**config.mk**
```make
export PLATFORM = sky130hd
export DESIGN_NAME = pe_array_seq_ctrl
export DESIGN_NICKNAME = d
export VERILOG_FILES = /design/src/rtl/pe_array_seq_ctrl.sv
export SDC_FILE = /design/constraint.sdc
export NUM_CORES = 1
export LEC_CHECK = 0
export ABC_AREA = 1
export BUFFER_PORTS_ARGS = -buffer_cell sky130_fd_sc_hd__buf_2
export CAP_MARGIN = 20
export CORE_MARGIN = 2
export CORE_UTILIZATION = 30
export CTS_BUF_LIST = sky130_fd_sc_hd__clkbuf_2
export DETAILED_ROUTE_END_ITERATION = 8
export GPL_ROUTABILITY_DRIVEN = 0
export PLACE_DENSITY = 0.57
export SLEW_MARGIN = 20
export SYNTH_ARGS = -nofsm -noshare
export SYNTH_HDL_FRONTEND = slang
export SYNTH_SLANG_ARGS = --single-unit
```
**constraint.sdc**
```tcl
create_clock -name clk -period 3.23 [get_ports clk]
set_input_delay 0.646 -clock clk [delete_from_list [all_inputs] [get_ports clk]]
set_output_delay 0.646 -clock clk [all_outputs]
set_load 0.05 [all_outputs]
```
**src/rtl/pe_array_seq_ctrl.sv**
```systemverilog
`default_nettype none
// ============================================================================
// Module      : pe_array_seq_ctrl
// Description : PE-array sequencer for the HEVC ME datapath: current-block
//               preload, then a per-column DS / FS / skip walk of the window.
// Revision    : 1.0  initial parametrised release
// ============================================================================
module pe_array_seq_ctrl #(
    parameter int SR_COLS    = 32,
    parameter int COL_W      = 5,
    parameter int ROW_W      = 7,
    parameter int PRE_CYCLES = 64,
    parameter int DS_ROWS    = 38,
    parameter int FS_ROWS    = 21,
    parameter int NUM_SUB    = 4
) (
    input  logic                   clk,
    input  logic                   rst_n,
    input  logic                   start,
    input  logic                   abort,
    input  logic [2*SR_COLS-1:0]   col_mode,
    output logic                   busy,
    output logic                   done,
    output logic                   pass_valid,
    output logic                   in_curr_enable,
    output logic                   cb_select,
    output logic [1:0]             abs_control,
    output logic                   change_ref,
    output logic                   ref_input_control,
    output logic [COL_W-1:0]       search_column_count,
    output logic [ROW_W-1:0]       search_row_count
);

    localparam int c_PRE_W    = (PRE_CYCLES > 1) ? $clog2(PRE_CYCLES) : 1;
    localparam int c_MAX_ROWS = (DS_ROWS > FS_ROWS) ? DS_ROWS : FS_ROWS;

    localparam logic [2:0] c_IDLE = 3'd0;
    localparam logic [2:0] c_PRE  = 3'd1;
    localparam logic [2:0] c_SEL  = 3'd2;
    localparam logic [2:0] c_DS   = 3'd3;
    localparam logic [2:0] c_FS   = 3'd4;
    localparam logic [2:0] c_DONE = 3'd5;

    if (ROW_W < $clog2(c_MAX_ROWS)) begin : g_row_w_err
        $error("ROW_W too narrow for max(DS_ROWS,FS_ROWS)-1");
    end
    if ((1 << COL_W) < SR_COLS) begin : g_col_w_err
        $error("COL_W too narrow for SR_COLS");
    end

    logic [2:0]           r_state;
    logic [2*SR_COLS-1:0] r_mode;
    logic [COL_W-1:0]     r_col;
    logic [ROW_W-1:0]     r_row;
    logic [1:0]           r_pass;
    logic [c_PRE_W-1:0]   r_pre;
    logic [1:0]           w_cur_mode;
    logic                 w_last_col;
    logic                 w_abort;

    always_comb begin
        w_cur_mode = 2'b00;
        for (int c = 0; c < SR_COLS; c++) begin
            if (r_col == COL_W'(c)) begin
                w_cur_mode = r_mode[2*c +: 2];
            end
        end
    end

    assign w_last_col = (r_col == COL_W'(SR_COLS - 1));
    assign w_abort    = abort && (r_state != c_IDLE);

    // Sequencing state and counters
    always_ff @(posedge clk or negedge rst_n) begin
        if (!rst_n) begin
            r_state <= c_IDLE;
            r_mode  <= '0;
            r_col   <= '0;
            r_row   <= '0;
            r_pass  <= '0;
            r_pre   <= '0;
        end else if (w_abort) begin
            r_state <= c_IDLE;
            r_col   <= '0;
            r_row   <= '0;
            r_pass  <= '0;
            r_pre   <= '0;
        end else begin
            case (r_state)
                c_IDLE: begin
                    if (start) begin
                        r_state <= c_PRE;
                        r_mode  <= col_mode;
                        r_col   <= '0;
                        r_pre   <= '0;
                    end
                end
                c_PRE: begin
                    if (r_pre == c_PRE_W'(PRE_CYCLES - 1)) begin
                        r_pre   <= '0;
                        r_state <= c_SEL;
                    end else begin
                        r_pre <= r_pre + c_PRE_W'(1);
                    end
                end
                c_SEL: begin
                    r_row  <= '0;
                    r_pass <= '0;
                    if (w_cur_mode == 2'd1) begin
                        r_state <= c_DS;
                    end else if (w_cur_mode == 2'd2) begin
                        r_state <= c_FS;
                    end else if (w_last_col) begin
                        r_state <= c_DONE;
                    end else begin
                        r_col <= r_col + COL_W'(1);
                    end
                end
                c_DS: begin
                    if (r_row == ROW_W'(DS_ROWS - 1)) begin
                        r_row <= '0;
                        if (r_pass == 2'd0) begin
                            r_pass <= 2'd1;
                        end else begin
                            r_pass <= '0;
                            if (w_last_col) begin
                                r_state <= c_DONE;
                            end else begin
                                r_col   <= r_col + COL_W'(1);
                                r_state <= c_SEL;
                            end
                        end
                    end else begin
                        r_row <= r_row + ROW_W'(1);
                    end
                end
                c_FS: begin
                    if (r_row == ROW_W'(FS_ROWS - 1)) begin
                        r_row <= '0;
                        if (r_pass != 2'(NUM_SUB - 1)) begin
                            r_pass <= r_pass + 2'd1;
                        end else begin
                            r_pass <= '0;
                            if (w_last_col) begin
                                r_state <= c_DONE;
                            end else begin
                                r_col   <= r_col + COL_W'(1);
                                r_state <= c_SEL;
                            end
                        end
                    end else begin
                        r_row <= r_row + ROW_W'(1);
                    end
                end
                c_DONE: begin
                    r_state <= c_IDLE;
                end
                default: begin
                    r_state <= c_IDLE;
                end
            endcase
        end
    end

    // Registered decode: outputs reflect the state/counters of the previous cycle
    always_ff @(posedge clk or negedge rst_n) begin
        if (!rst_n) begin
            busy                <= 1'b0;
            done                <= 1'b0;
            pass_valid          <= 1'b0;
            in_curr_enable      <= 1'b0;
            cb_select           <= 1'b1;
            abs_control         <= 2'd0;
            change_ref          <= 1'b0;
            ref_input_control   <= 1'b0;
            search_column_count <= '0;
            search_row_count    <= '0;
        end else begin
            done                <= 1'b0;
            pass_valid          <= 1'b0;
            in_curr_enable      <= 1'b0;
            cb_select           <= 1'b1;
            abs_control         <= 2'd0;
            change_ref          <= 1'b0;
            ref_input_control   <= 1'b0;
            search_row_count    <= '0;
            search_column_count <= r_col;
            if (w_abort) begin
                busy                <= 1'b0;
                search_column_count <= '0;
            end else begin
                case (r_state)
                    c_IDLE: begin
                        if (start) begin
                            busy                <= 1'b1;
                            search_column_count <= '0;
                        end
                    end
                    c_PRE: begin
                        in_curr_enable <= 1'b1;
                        cb_select      <= (r_pre < c_PRE_W'(PRE_CYCLES / 2));
                    end
                    c_DS: begin
                        pass_valid        <= 1'b1;
                        cb_select         <= ~r_pass[0];
                        ref_input_control <= 1'b1;
                        search_row_count  <= r_row;
                        if (r_row < ROW_W'(8)) begin
                            abs_control <= {r_pass[0], 1'b0};
                            change_ref  <= 1'b1;
                        end else if (r_row < ROW_W'(DS_ROWS - 4)) begin
                            // even rows accumulate the odd SAD, odd rows shift reference
                            abs_control <= {r_pass[0], ~r_row[0]};
                            change_ref  <= r_row[0];
                        end else begin
                            abs_control <= {r_pass[0], 1'b1};
                            change_ref  <= 1'b1;
                        end
                    end
                    c_FS: begin
                        pass_valid        <= 1'b1;
                        cb_select         <= 1'b0;
                        change_ref        <= 1'b1;
                        abs_control       <= r_pass;
                        ref_input_control <= (r_row < ROW_W'(4));
                        search_row_count  <= r_row;
                    end
                    c_DONE: begin
                        done <= 1'b1;
                        busy <= 1'b0;
                    end
                    default: begin
                    end
                endcase
            end
        end
    end

endmodule
`default_nettype wire

```
-- After elaboration in Yosys (flattened, before gate mapping)
Cells that the tools add are included.
- add/sub/neg operators: 4
- magnitude comparators: 4
- equal/unequal tests: 51
- mux-type cells: 93
- bitwise gates (word level): 3
- reductions and logical operators: 16
- operators with widths (cell ; number):
    $eq A5 B5 Y1 const B ; 16
    $mux W2 ; 37
    $mux W5 ; 11
    $eq A5 B4 Y1 const B ; 8
    $mux W7 ; 5
    $mux W3 ; 11
    $ne A3 B3 Y1 const B ; 8
    $pmux W7 S3 ; 1
    $eq A5 B3 Y1 const B ; 4
    $pmux W5 S4 ; 1
    $mux W6 ; 3
    $mux W1 ; 16
    $pmux W3 S5 ; 1
    $reduce_and A7 Y1 ; 2
    $pmux W6 S2 ; 1
    $eq A5 B2 Y1 const B ; 2
    $reduce_bool A3 Y1 ; 3
    $add A7 B1 Y7 const B ; 1
    $eq A7 B5 Y1 const B ; 1
    $eq A7 B6 Y1 const B ; 1
    $lt A7 B3 Y1 const B ; 1
    $lt A7 B4 Y1 const B ; 1
    $lt A7 B6 Y1 const B ; 1
    $add A6 B1 Y6 const B ; 1
    other kinds (26) ; 34
- bits in registers: 108
- bits of input ports: 68
- output and inout port bits: 21

-- Depth between registers and ports, before layout
- depth in word-level cells: 38
- depth in mapped cells: 44
- mapped depth without buffers: 43

-- Worst setup path before layout
No wires, ideal clock.
- path kind: reg-to-reg
- start point: register r_col[1]
- end point: register r_col[1]
- setup time: 0.083 ns
- data arrival time: 3.389 ns
- path slack: -0.241 ns
- stages on the path, launching flop included: 42
- buffers on the path: 1
- path through: dfrtp_1 inv_1 ha_1 nand2_1 nand2_1 nor2_1 nor2_1 o21ai_1 o21ai_1 nand2_1 nand2_1 nand4_1 nand2_1 nand2_1 nand2_1 nand2_1 nand2_1 nand2_1 [6 not listed] nand2_1 nand2_1 nand2_1 nand2_1 nand2_1 nand2_1 nand2_1 nand2_1 nand2_1 nand2_2 nand2_1 nand2_1 ha_1 o21ai_0 a31o_2 clkbuf_1 o2111ai_1 o21ai_0
- longest elaborated chain between the ends: 36
- elaborated cells between the ends (all ways): 80
- ends and longest elaborated chain (what ; line ; RTL):
    start, declared ; 53 ; logic [COL_W-1:0] r_col;
    start signal, assigned ; 116 ; r_col <= r_col + COL_W'(1);
    start signal, assigned ; 129 ; r_col <= r_col + COL_W'(1);
    start signal, assigned ; 147 ; r_col <= r_col + COL_W'(1);
    $logic_not A5 Y1 ; 64 ; if (r_col == COL_W'(c)) begin
    $mux W2 (32 in a row) ; 64 ;
    $eq A2 B2 Y1 or $eq A2 B1 Y1 (tied branches) ; 111, 109 ;
    $ne A3 B3 Y1 (no source line) ; -- ;
    $reduce_and A7 Y1 (no source line) ; -- ;
Parallel ways exist; a longest one is shown, timed or not. The select of a mux whose other input is x is not followed.
A chain may end at the register's enable or synchronous reset.

-- Worst setup path after layout
- start point: register r_col[1]
- end point: register r_col[3]
The elaborated chain is that of the path after synthesis.

==> impl_metrics.ini <==
[run_status]
status = complete, but fails checks
violations = setup timing

[yosys]
async_flop_share = 1.00
seq_area_frac_synth = 0.485
synth_area_leaders = dfrtp_1, nand2_1, inv_1, o21ai_0, ha_1
synth-edff-count = 0
yosys.area.top_type = dfrtp_1
synth.distinct_cells = 48
netlist_top_cells_count = nand2_1, dfrtp_1, inv_1, o21ai_0, nor2_1
syn-cell-area_mm2 = 0.00558
postSynthCellCount = 729
synth_nets = 812
yosys.cell_count.top_type = nand2_1
ys_seq_elements = 108
synth_top_area_frac = 0.480
synth-warning-count = 0
synth_flop_cell = dfrtp_1
postSynthAreaPerCell_um2 = 7.65

[global_route]
grt_max_degree = 39
grt_overflow_total = 0
grt_first_pass_wirelength_mm = 24.2
antenna_found_initial = 1
grt_use_total = 0.154
grt_pass1_vias = 4864

[cells_and_area]
drive_above_1_share = 0.244
diodes = 0
fin_area_mm2 = 0.00700
final_net_count = 944
syn_to_final_growth_pct = 25.6
layout.cells.non_filler = 1095

[cts]
cts_tree = yes
cts.reportedPaths.clkPinSlew_ns = 0.30
cts_max_level = 3
cts_num_sinks = 108
cts_root_buffer = clkbuf_2
numCtsBuffers = 9
clk_path_buf_depth = 2
clock_latency_ns = 0.65

[sta]
post-route-min-period_ns = 3.61
skew_ns = 0.0454
hold_violations = 0
rsz0062_at_grt = yes
tightest_slew_ns = 0.777
relSlewSlack = 0.480
min_period_over_period = 1.12
slew_viol_final = 0
finalWorstSetupSlack_ns = -0.382
fmax_ghz = 0.277
setup_violations = 8

[power_and_ir_drop]
ir_worst_vdd_mv = 0.358
leakagePower_uw = 0.00352
pwr_density_cell_mw_per_mm2 = 839

[routing]
ant_nets = 0
via_per_inst = 4.58
drc = 0
wl_mm = 14.8
dr.pass1.iters = 5
vias = 5019
drtIter0Drc = 250
routedWlPerCell_um = 13.5

[floorplan]
chipHeight_um = 140
std_cell_rows = 49
fp.dieW_um = 140
io_pins = 89
core_mm2 = 0.0181
dieArea_mm2 = 0.0197
initial_core_util = 0.308

[worst_setup_path]
crit_end = r_col[3]$_DFFE_PN0P_
ff2ff_path_depth = 39
worstPathArrival_ns = 4.18
worstReg2RegEnd = r_col[3]$_DFFE_PN0P_
path_class = reg2reg
critPathTopFamily = simple AND/OR/NAND/NOR gates
cp_common_cell = nand2_1
r2r-start = r_col[1]$_DFFE_PN0P_
cp-end-kind = flop
crit_buf_inv = 1
start_kind = flop
crit_fanout = 5
crit_path_max_incr_delay_ns = 0.54
r2r_setup_slack_ns = -0.38
crit_path_top_delay_cell = dfrtp_2
critical_path_depth = 39
worstPathRequired_ns = 3.80
crit_path_start = r_col[1]$_DFFE_PN0P_

[run]
max-cap-violations = 0

[place]
dp_slack_ns = -0.383
dp_cells = 1065
io_buffers = 88
place_area_mm2 = 0.00665
dp.final_hpwl_mm = 10.8

[worst_hold_path]
hold_class = in2reg
[worst min-delay path, delay by kind of cell]
kind | cells | cell delay (ns)
buffers and inverters | 1 | 0.07
AND/OR/NAND/NOR | 2 | 0.09
[area by class of cell]
| class | count | area, µm² |
|---|---|---|
| clock buffer | 11 | 55.1 |
| clock inverter | 5 | 78.8 |
| tap | 229 | 287 |
| inverter | 91 | 347 |
| timing repair buffer | 140 | 890 |
| fill | 1887 | 11100 |
| multi-input combinational | 511 | 2640 |
| sequential | 108 | 2710 |
[logic make-up after synthesis]
logic type,synth area share
compound gates,0.119
fa+ha+maj,0.0337
simple gates,0.285
xor+xnor,0.00157
buf+inv,0.0763
flops,0.485
[state kept, by name, indices dropped and copies added, names as in the netlist]
name	flops
search_row_count	7
abs_control	2
change_ref	1
ref_input_control	1
r_pre	6
busy	1
in_curr_enable	1
r_col	5
r_mode	64
r_row	7
cb_select	1
done	1
r_pass	2
search_column_count	5
pass_valid	1
r_state	3
[per-stage QoR]
step / power [µW] / setup TNS, ns / hold WS (ns) / util
global placement: 4830 / -2.35 / 0.454 / 0.367
detailed placement: 4860 / -2.69 / 0.462 / 0.367
CTS: 5780 / -2.73 / 0.0952 / 0.383
global route: 6410 / -5.66 / 0.102 / 0.387
finish: 5870 / -2.71 / 0.162 / 0.387
floorplan: 3990 / -0.113 / 0.350 / -
[routing by layer]
layer,routed length [µm],vias up,part of all wire,track usage
met5,0,-,0,0
met4,274,0,0.019,0.0505
met3,898,19,0.061,0.0417
met2,6440,119,0.44,0.234
met1,7160,2280,0.48,0.212
li1,-,2601,-,-
[repair_timing]
item,4_1_cts,5_1_grt
hold endpoints to repair,35,0
gates cloned,1,0
resized for setup,13,14
hold buffers,1,0
buffers inserted,9,3
pin swaps,15,15
setup endpoints to repair,8,8
[cell usage in the layout, fill, tap and decap left out, types with 3 or more instances in the layout]
master	count
o21ai_2	5
nor2_1	48
nor3_1	33
o21ai_1	11
nand2_2	9
buf_2	87
nand2_1	246
clkbuf_2	11
nand3_2	3
a21oi_1	32
ha_4	5
nand3_1	16
a31oi_1	3
dfrtp_1	105
inv_1	79
ha_1	9
buf_12	4
nand4_1	10
inv_2	9
buf_4	47
o21ai_0	41
[how the worst min path moves through the flow]
stage / startpoint / depth (start not counted) / to
3_5_place_dp: r_mode[39]$_DFFE_PN0P_ / 2 / r_mode[39]$_DFFE_PN0P_
6_report: col_mode[42] / 3 / r_mode[42]$_DFFE_PN0P_
5_1_grt: col_mode[34] / 3 / r_mode[34]$_DFFE_PN0P_
4_1_cts: col_mode[42] / 3 / r_mode[42]$_DFFE_PN0P_
3_3_place_gp: r_mode[23]$_DFFE_PN0P_ / 2 / r_mode[23]$_DFFE_PN0P_
2_1_floorplan: rst_n / 0 / abs_control[0]$_DFF_PN0_
[report_power, final]
| group | total, µW | leakage [µW] | switching, µW | internal, µW |
|---|---|---|---|---|
| combinational | 3030 | 0.00206 | 1880 | 1140 |
| sequential | 2130 | 0.00139 | 295 | 1840 |
| clock | 714 | 0.0000758 | 455 | 259 |
(Power assumes the default switching activity.)
